===== src/rtl/if_id_hazard_ctrl.sv =====
// if_id_hazard_ctrl: IF/ID and PC sequencing for load-use stalls, branch flushes and imem waits.
// Define IF_ID_HAZARD_PERF_EN to build the saturating stall/flush performance counters.
module if_id_hazard_ctrl #(
  parameter int LU_STALL_CYC = 1,
  parameter int FLUSH_CYC    = 1,
  parameter int REG_W        = 5
) (
  input  logic             clk,
  input  logic             reset,
  input  logic [REG_W-1:0] id_rs,
  input  logic [REG_W-1:0] id_rt,
  input  logic             id_uses_rt,
  input  logic             id_ex_mem_read,
  input  logic [REG_W-1:0] id_ex_rt,
  input  logic             branch_taken,
  input  logic             imem_ready,
  output logic             pc_write,
  output logic             if_id_write,
  output logic             if_id_flush,
  output logic             id_ex_bubble,
  output logic [1:0]       ctrl_state,
  output logic [31:0]      stall_cnt,
  output logic [31:0]      flush_cnt
);
  localparam logic [1:0] RUN = 2'd0, LU_STALL = 2'd1, FLUSH = 2'd2;
  localparam logic [2:0] LU_LOAD = 3'(LU_STALL_CYC > 1 ? LU_STALL_CYC - 2 : 0);
  localparam logic [2:0] FL_LOAD = 3'(FLUSH_CYC > 1 ? FLUSH_CYC - 2 : 0);
  logic [1:0] state, st, state_nx;
  logic [2:0] cnt, cnt_nx;
  logic lu_hit;
  assign st = state == 2'd3 ? RUN : state;
  assign lu_hit = id_ex_mem_read && id_ex_rt != '0 &&
                  (id_ex_rt == id_rs || (id_uses_rt && id_ex_rt == id_rt));
  // branch_taken wins in every state; lu_hit only matters from RUN
  always_comb begin
    state_nx = branch_taken ? (FLUSH_CYC > 1 ? FLUSH : RUN) :
               st == RUN ? ((lu_hit && LU_STALL_CYC > 1) ? LU_STALL : RUN) :
               cnt != '0 ? st : RUN;
    cnt_nx   = branch_taken ? FL_LOAD :
               st == RUN ? ((lu_hit && LU_STALL_CYC > 1) ? LU_LOAD : 3'd0) :
               cnt != '0 ? cnt - 3'd1 : 3'd0;
  end
  always_comb begin
    pc_write     = reset ? 1'b0 : branch_taken ? 1'b1 : st == FLUSH ? imem_ready :
                   st == LU_STALL ? 1'b0 : !lu_hit && imem_ready;
    if_id_write  = !reset && (branch_taken || st == FLUSH || (st == RUN && !lu_hit));
    if_id_flush  = reset || branch_taken || st == FLUSH || (st == RUN && !lu_hit && !imem_ready);
    id_ex_bubble = reset || branch_taken || st != RUN || lu_hit;
    ctrl_state   = reset ? RUN : st;
  end
  always_ff @(posedge clk) begin
    if (reset) begin
      state <= RUN;
      cnt   <= '0;
    end else begin
      state <= state_nx;
      cnt   <= cnt_nx;
    end
  end
`ifdef IF_ID_HAZARD_PERF_EN
  // memory-wait NOPs are excluded from flush_cnt: only branch or FLUSH-state flushes count
  always_ff @(posedge clk) begin
    if (reset) begin
      stall_cnt <= '0;
      flush_cnt <= '0;
    end else begin
      if (!pc_write && !if_id_write && stall_cnt != '1) stall_cnt <= stall_cnt + 32'd1;
      if ((branch_taken || st == FLUSH) && flush_cnt != '1) flush_cnt <= flush_cnt + 32'd1;
    end
  end
`else
  assign stall_cnt = '0;
  assign flush_cnt = '0;
`endif
endmodule


===== config.mk =====
export PLATFORM = sky130hd
export DESIGN_NAME = if_id_hazard_ctrl
export DESIGN_NICKNAME = d
export VERILOG_FILES = /design/src/rtl/if_id_hazard_ctrl.sv
export SDC_FILE = /design/constraint.sdc
export NUM_CORES = 1
export LEC_CHECK = 0
export CAP_MARGIN = 15
export CORE_MARGIN = 3
export CORE_UTILIZATION = 27
export CTS_CLUSTER_DIAMETER = 30
export CTS_CLUSTER_SIZE = 14
export DETAILED_ROUTE_END_ITERATION = 10
export GPL_TIMING_DRIVEN = 0
export HOLD_SLACK_MARGIN = 0.1
export PLACE_DENSITY = 0.78
export SLEW_MARGIN = 15
export SYNTH_ARGS = -nofsm -noshare
export SYNTH_HDL_FRONTEND = slang
export SYNTH_SLANG_ARGS = --single-unit

===== constraint.sdc =====
create_clock -name clk -period 1.18 [get_ports clk]
set_input_delay 0.118 -clock clk [delete_from_list [all_inputs] [get_ports clk]]
set_output_delay 0.118 -clock clk [all_outputs]
set_load 0.005 [all_outputs]

==> summary by stage <==
CTS
In this run, post-CTS hold repair placed 0 buffers. After clock tree synthesis, the clock-pin slew on the worst setup and hold paths is 40 ps. In this run the number of H-tree levels came out at 1. TritonCTS built the clock tree. Buffers inserted during clock tree synthesis total 3. CTS placed an instance of sky130_fd_sc_hd__clkbuf_4 at the clock tree root.

The clock latency at the later pin of the worst-skew pair is 240 ps. The clock net in this run drives a total of 5 sinks. The longest clock path from root to sink contains 2 buffers.

Power and ir drop
Cell internal power was estimated by the tool at 514.6 uW. Dividing total power by cell area gives a power density of between 400 and 500 nW/um2. The power share of the clock group is 0.273. The part of the total power dissipated in sequential elements is 0.237. The power spent charging and discharging nets is 200.3 uW.

The worst-case IR drop observed on VDD is 0.1854 mV. Of the total power, the share spent switching nets is 0.2802. The static leakage power is between 0.9 and 1 nW.

Of the total power, combinational logic draws 0.490.

Floorplan
The overall die area is approximately 4100 um2. Measured along the x axis, the die boundary spans approximately 64 um. 91 I/O pins were placed. The vertical extent of the die is approximately 64 um. The initialized floorplan defines 20 standard-cell rows. For this configuration, the core starts out at a cell density of 0.2912. The total area inside the core boundary comes to 3128 um2.

Placed design
Before CTS, the worst setup slack after placement is -1163 ps. The count of buffers inserted at the top-level ports is 26. Once placement finished, the instance area stood at 1475 um2. The HPWL after detailed placement is 1800 um. The final weighted congestion in routability-driven placement is 0.7336.

Worst hold path
The worst hold path begins at cnt[0]. Counting instances, the worst hold path has a depth of 1. The min-delay analysis places its worst path in the category reg2reg. The path with the worst hold slack has its endpoint at cnt[0].

Finish
The top cell types in the final layout, fill and taps aside, are sky130_fd_sc_hd__buf_4, sky130_fd_sc_hd__conb_1, sky130_fd_sc_hd__buf_2. The most common library cell in the layout ignoring fill and taps is sky130_fd_sc_hd__buf_4. The filler cell count in the final layout is 302.

The antenna diode instance count is 0. In the final layout, the share of cells above drive strength 1 is 0.4673. The count of nets after finishing is 240. Measured on the finished design, the core utilization comes to 0.4968. The summed area of non-filler cells in the final layout is roughly 1600 um2. The synthesis-to-finish area growth is 70.60%.

Worst setup path
By startpoint and endpoint, the worst setup path is classified as in2out. The number of cells on the worst reg-to-reg path is 5. The required time of the critical path is roughly 1100 ps.

In this run the register-to-register setup slack is 40 ps. Data arrives at the worst endpoint at 1550 ps. In this run the critical register-to-register path is captured at state[1]. STA classifies the critical path startpoint as an input port.

In this run the worst path has a maximum fanout of 4. STA classifies the critical path endpoint as an output pin. The startpoint of the lowest-slack register-to-register path is cnt[0].

Run status
The flow ran to the end, but the final reports show violations. The checks that failed: setup timing.

Drt
The routed wirelength normalized by instance count is 7.973 um. For this block, the initial DRC count from the detailed router was 19. For this block, the routed nets add up to 2057 um of wire. The DRC violations left is 0. The via density per instance is roughly 3.1. The iteration count of the initial detailed-routing pass is 4. The number of antenna-violating nets in the routed design is 0. The vias after detailed routing is 803.

Yosys
In the post-synthesis netlist, the biggest area contributors are sky130_fd_sc_hd__buf_4, sky130_fd_sc_hd__dfxtp_1, sky130_fd_sc_hd__xor2_1. The post-synthesis instance area is about 910 um2. The count of different cell masters after synthesis is 21. The post-synthesis register bit count is 5. The cell type with the largest total area after synthesis is sky130_fd_sc_hd__buf_4.

For this run, the register share of the synthesized area comes to 0.1099. The synthesized netlist cell count is ~120. The share of synthesized area in the top cell type comes to 0.5275. The average cell area after synthesis is just under 8 um2.

Yosys printed 0 warnings.

Timing
Clock skew on the completed layout was measured at 4.111 ps. The worst path in the final design needs a cycle of ~1700 ps, including I/O delays and setup. Setup repair after global routing could not meet its margin everywhere. The worst setup margin is -485.3 ps. The final hold violation count came to 0. The highest attainable clock frequency is approximately 600 MHz.

Setup violations remaining at the end of the flow were counted as 5. In the final timing run, aggregate negative setup slack is -1630 ps. The final count of pins violating max slew came to 0.

Dividing the final minimum period by the clock period gives 1.411.

GRT
The via count of the first global-routing pass is roughly 710. The aggregate global-route resource usage is 0.09141. The remaining global-route overflow is 0. The number of antenna violations at the first check in global routing was 0. The maximum number of pins on one net before global-route repair is 9. The wire length of the first global-routing pass is between 2000 and 3000 um.

Job
The count of maximum capacitance violations is 0.
## per-layer routing
layer / GRT usage / vias to the layer above / share of wire
met2: 0.1819 / 51 / 0.55
met4: 0.04043 / 0 / 0.0063
met5: 0 / - / 0
li1: - / 435 / -
met3: 0.02812 / 2 / 0.13
met1: 0.08228 / 315 / 0.32
## Yosys cell counts
cell type / count
sky130_fd_sc_hd__a2111o_1: 1
sky130_fd_sc_hd__a221o_1: 1
sky130_fd_sc_hd__a31o_2: 1
sky130_fd_sc_hd__and2_1: 2
sky130_fd_sc_hd__and3_1: 2
sky130_fd_sc_hd__buf_4: 64
sky130_fd_sc_hd__conb_1: 1
sky130_fd_sc_hd__dfxtp_1: 5
sky130_fd_sc_hd__ha_1: 4
sky130_fd_sc_hd__inv_1: 6
sky130_fd_sc_hd__nand2_1: 1
sky130_fd_sc_hd__nand3_1: 2
sky130_fd_sc_hd__nor2_1: 7
sky130_fd_sc_hd__nor2b_1: 3
sky130_fd_sc_hd__nor3_2: 1
sky130_fd_sc_hd__nor3b_1: 1
sky130_fd_sc_hd__nor4_1: 2
sky130_fd_sc_hd__o221ai_2: 1
sky130_fd_sc_hd__or4_1: 1
sky130_fd_sc_hd__xnor2_1: 4
sky130_fd_sc_hd__xor2_1: 6
## final cells by class
class	instances	area (um2)	area share
multi-input combinational	104	606.8	0.3905
tap	44	55.05	0.03543
sequential	5	103.9	0.06683
buffer	64	480.5	0.3092
clock buffer	4	26.28	0.01691
timing repair buffer	31	259.0	0.1667
inverter	6	22.52	0.01449
## power by group through the flow
stage / Clock (mW) / Combinational [mW] / Sequential [mW]
2_1_floorplan: 0 / 0.246 / 0.173
3_3_place_gp: 0 / 0.349 / 0.173
3_5_place_dp: 0 / 0.352 / 0.173
4_1_cts: 0.203 / 0.334 / 0.169
5_1_grt: 0.222 / 0.390 / 0.169
6_report: 0.195 / 0.351 / 0.169
## cells by family after synthesis
group	after synthesis	share of synthesized area
other cells	1	0.004117
xor+xnor	10	0.09615
simple gates	22	0.1332
fa+ha+maj	4	0.05495
flops	5	0.1099
buf+inv	70	0.5522
compound gates	4	0.04945
## worst max-delay path, stage by stage
cell                       delay, ps
sky130_fd_sc_hd__buf_6            90
sky130_fd_sc_hd__xor2_1          150
sky130_fd_sc_hd__nor4_1          270
sky130_fd_sc_hd__and3_1          210
sky130_fd_sc_hd__o221ai_2        130
sky130_fd_sc_hd__buf_4           150
sky130_fd_sc_hd__a221o_1         300
sky130_fd_sc_hd__buf_2           130
## worst max-delay path by stage
stage / slack, ps / end / start / cells past startpoint
2_1_floorplan: -90 / if_id_flush / id_ex_rt[3] / 5
3_3_place_gp: -1160 / if_id_flush / id_ex_rt[3] / 7
3_5_place_dp: -1160 / if_id_flush / id_ex_rt[3] / 7
4_1_cts: -480 / if_id_flush / id_rt[2] / 7
5_1_grt: -570 / pc_write / id_rt[2] / 8
6_report: -490 / pc_write / id_rt[2] / 8
## state kept, by name, indices dropped and copies added (netlist names)
| name | cells |
|---|---|
| cnt | 3 |
| state | 2 |
## metrics by stage
stage,instances,hold WS (ps),power [mW]
floorplan,179,266.2,0.4189
global placement,249,400.7,0.5220
detailed placement,249,423.4,0.5245
CTS,255,429.0,0.7061
global route,258,416.1,0.7806
finish,258,398.9,0.7149
## what timing repair did
action / CTS / global route
pin swaps: 14 / 15
endpoints found under the setup margin: 6 / 8
gates resized for setup: 78 / 12
setup buffers: 2 / 3
endpoints found under the hold margin: 0 / 0
Note: power is estimated with default switching activity, not from simulation.
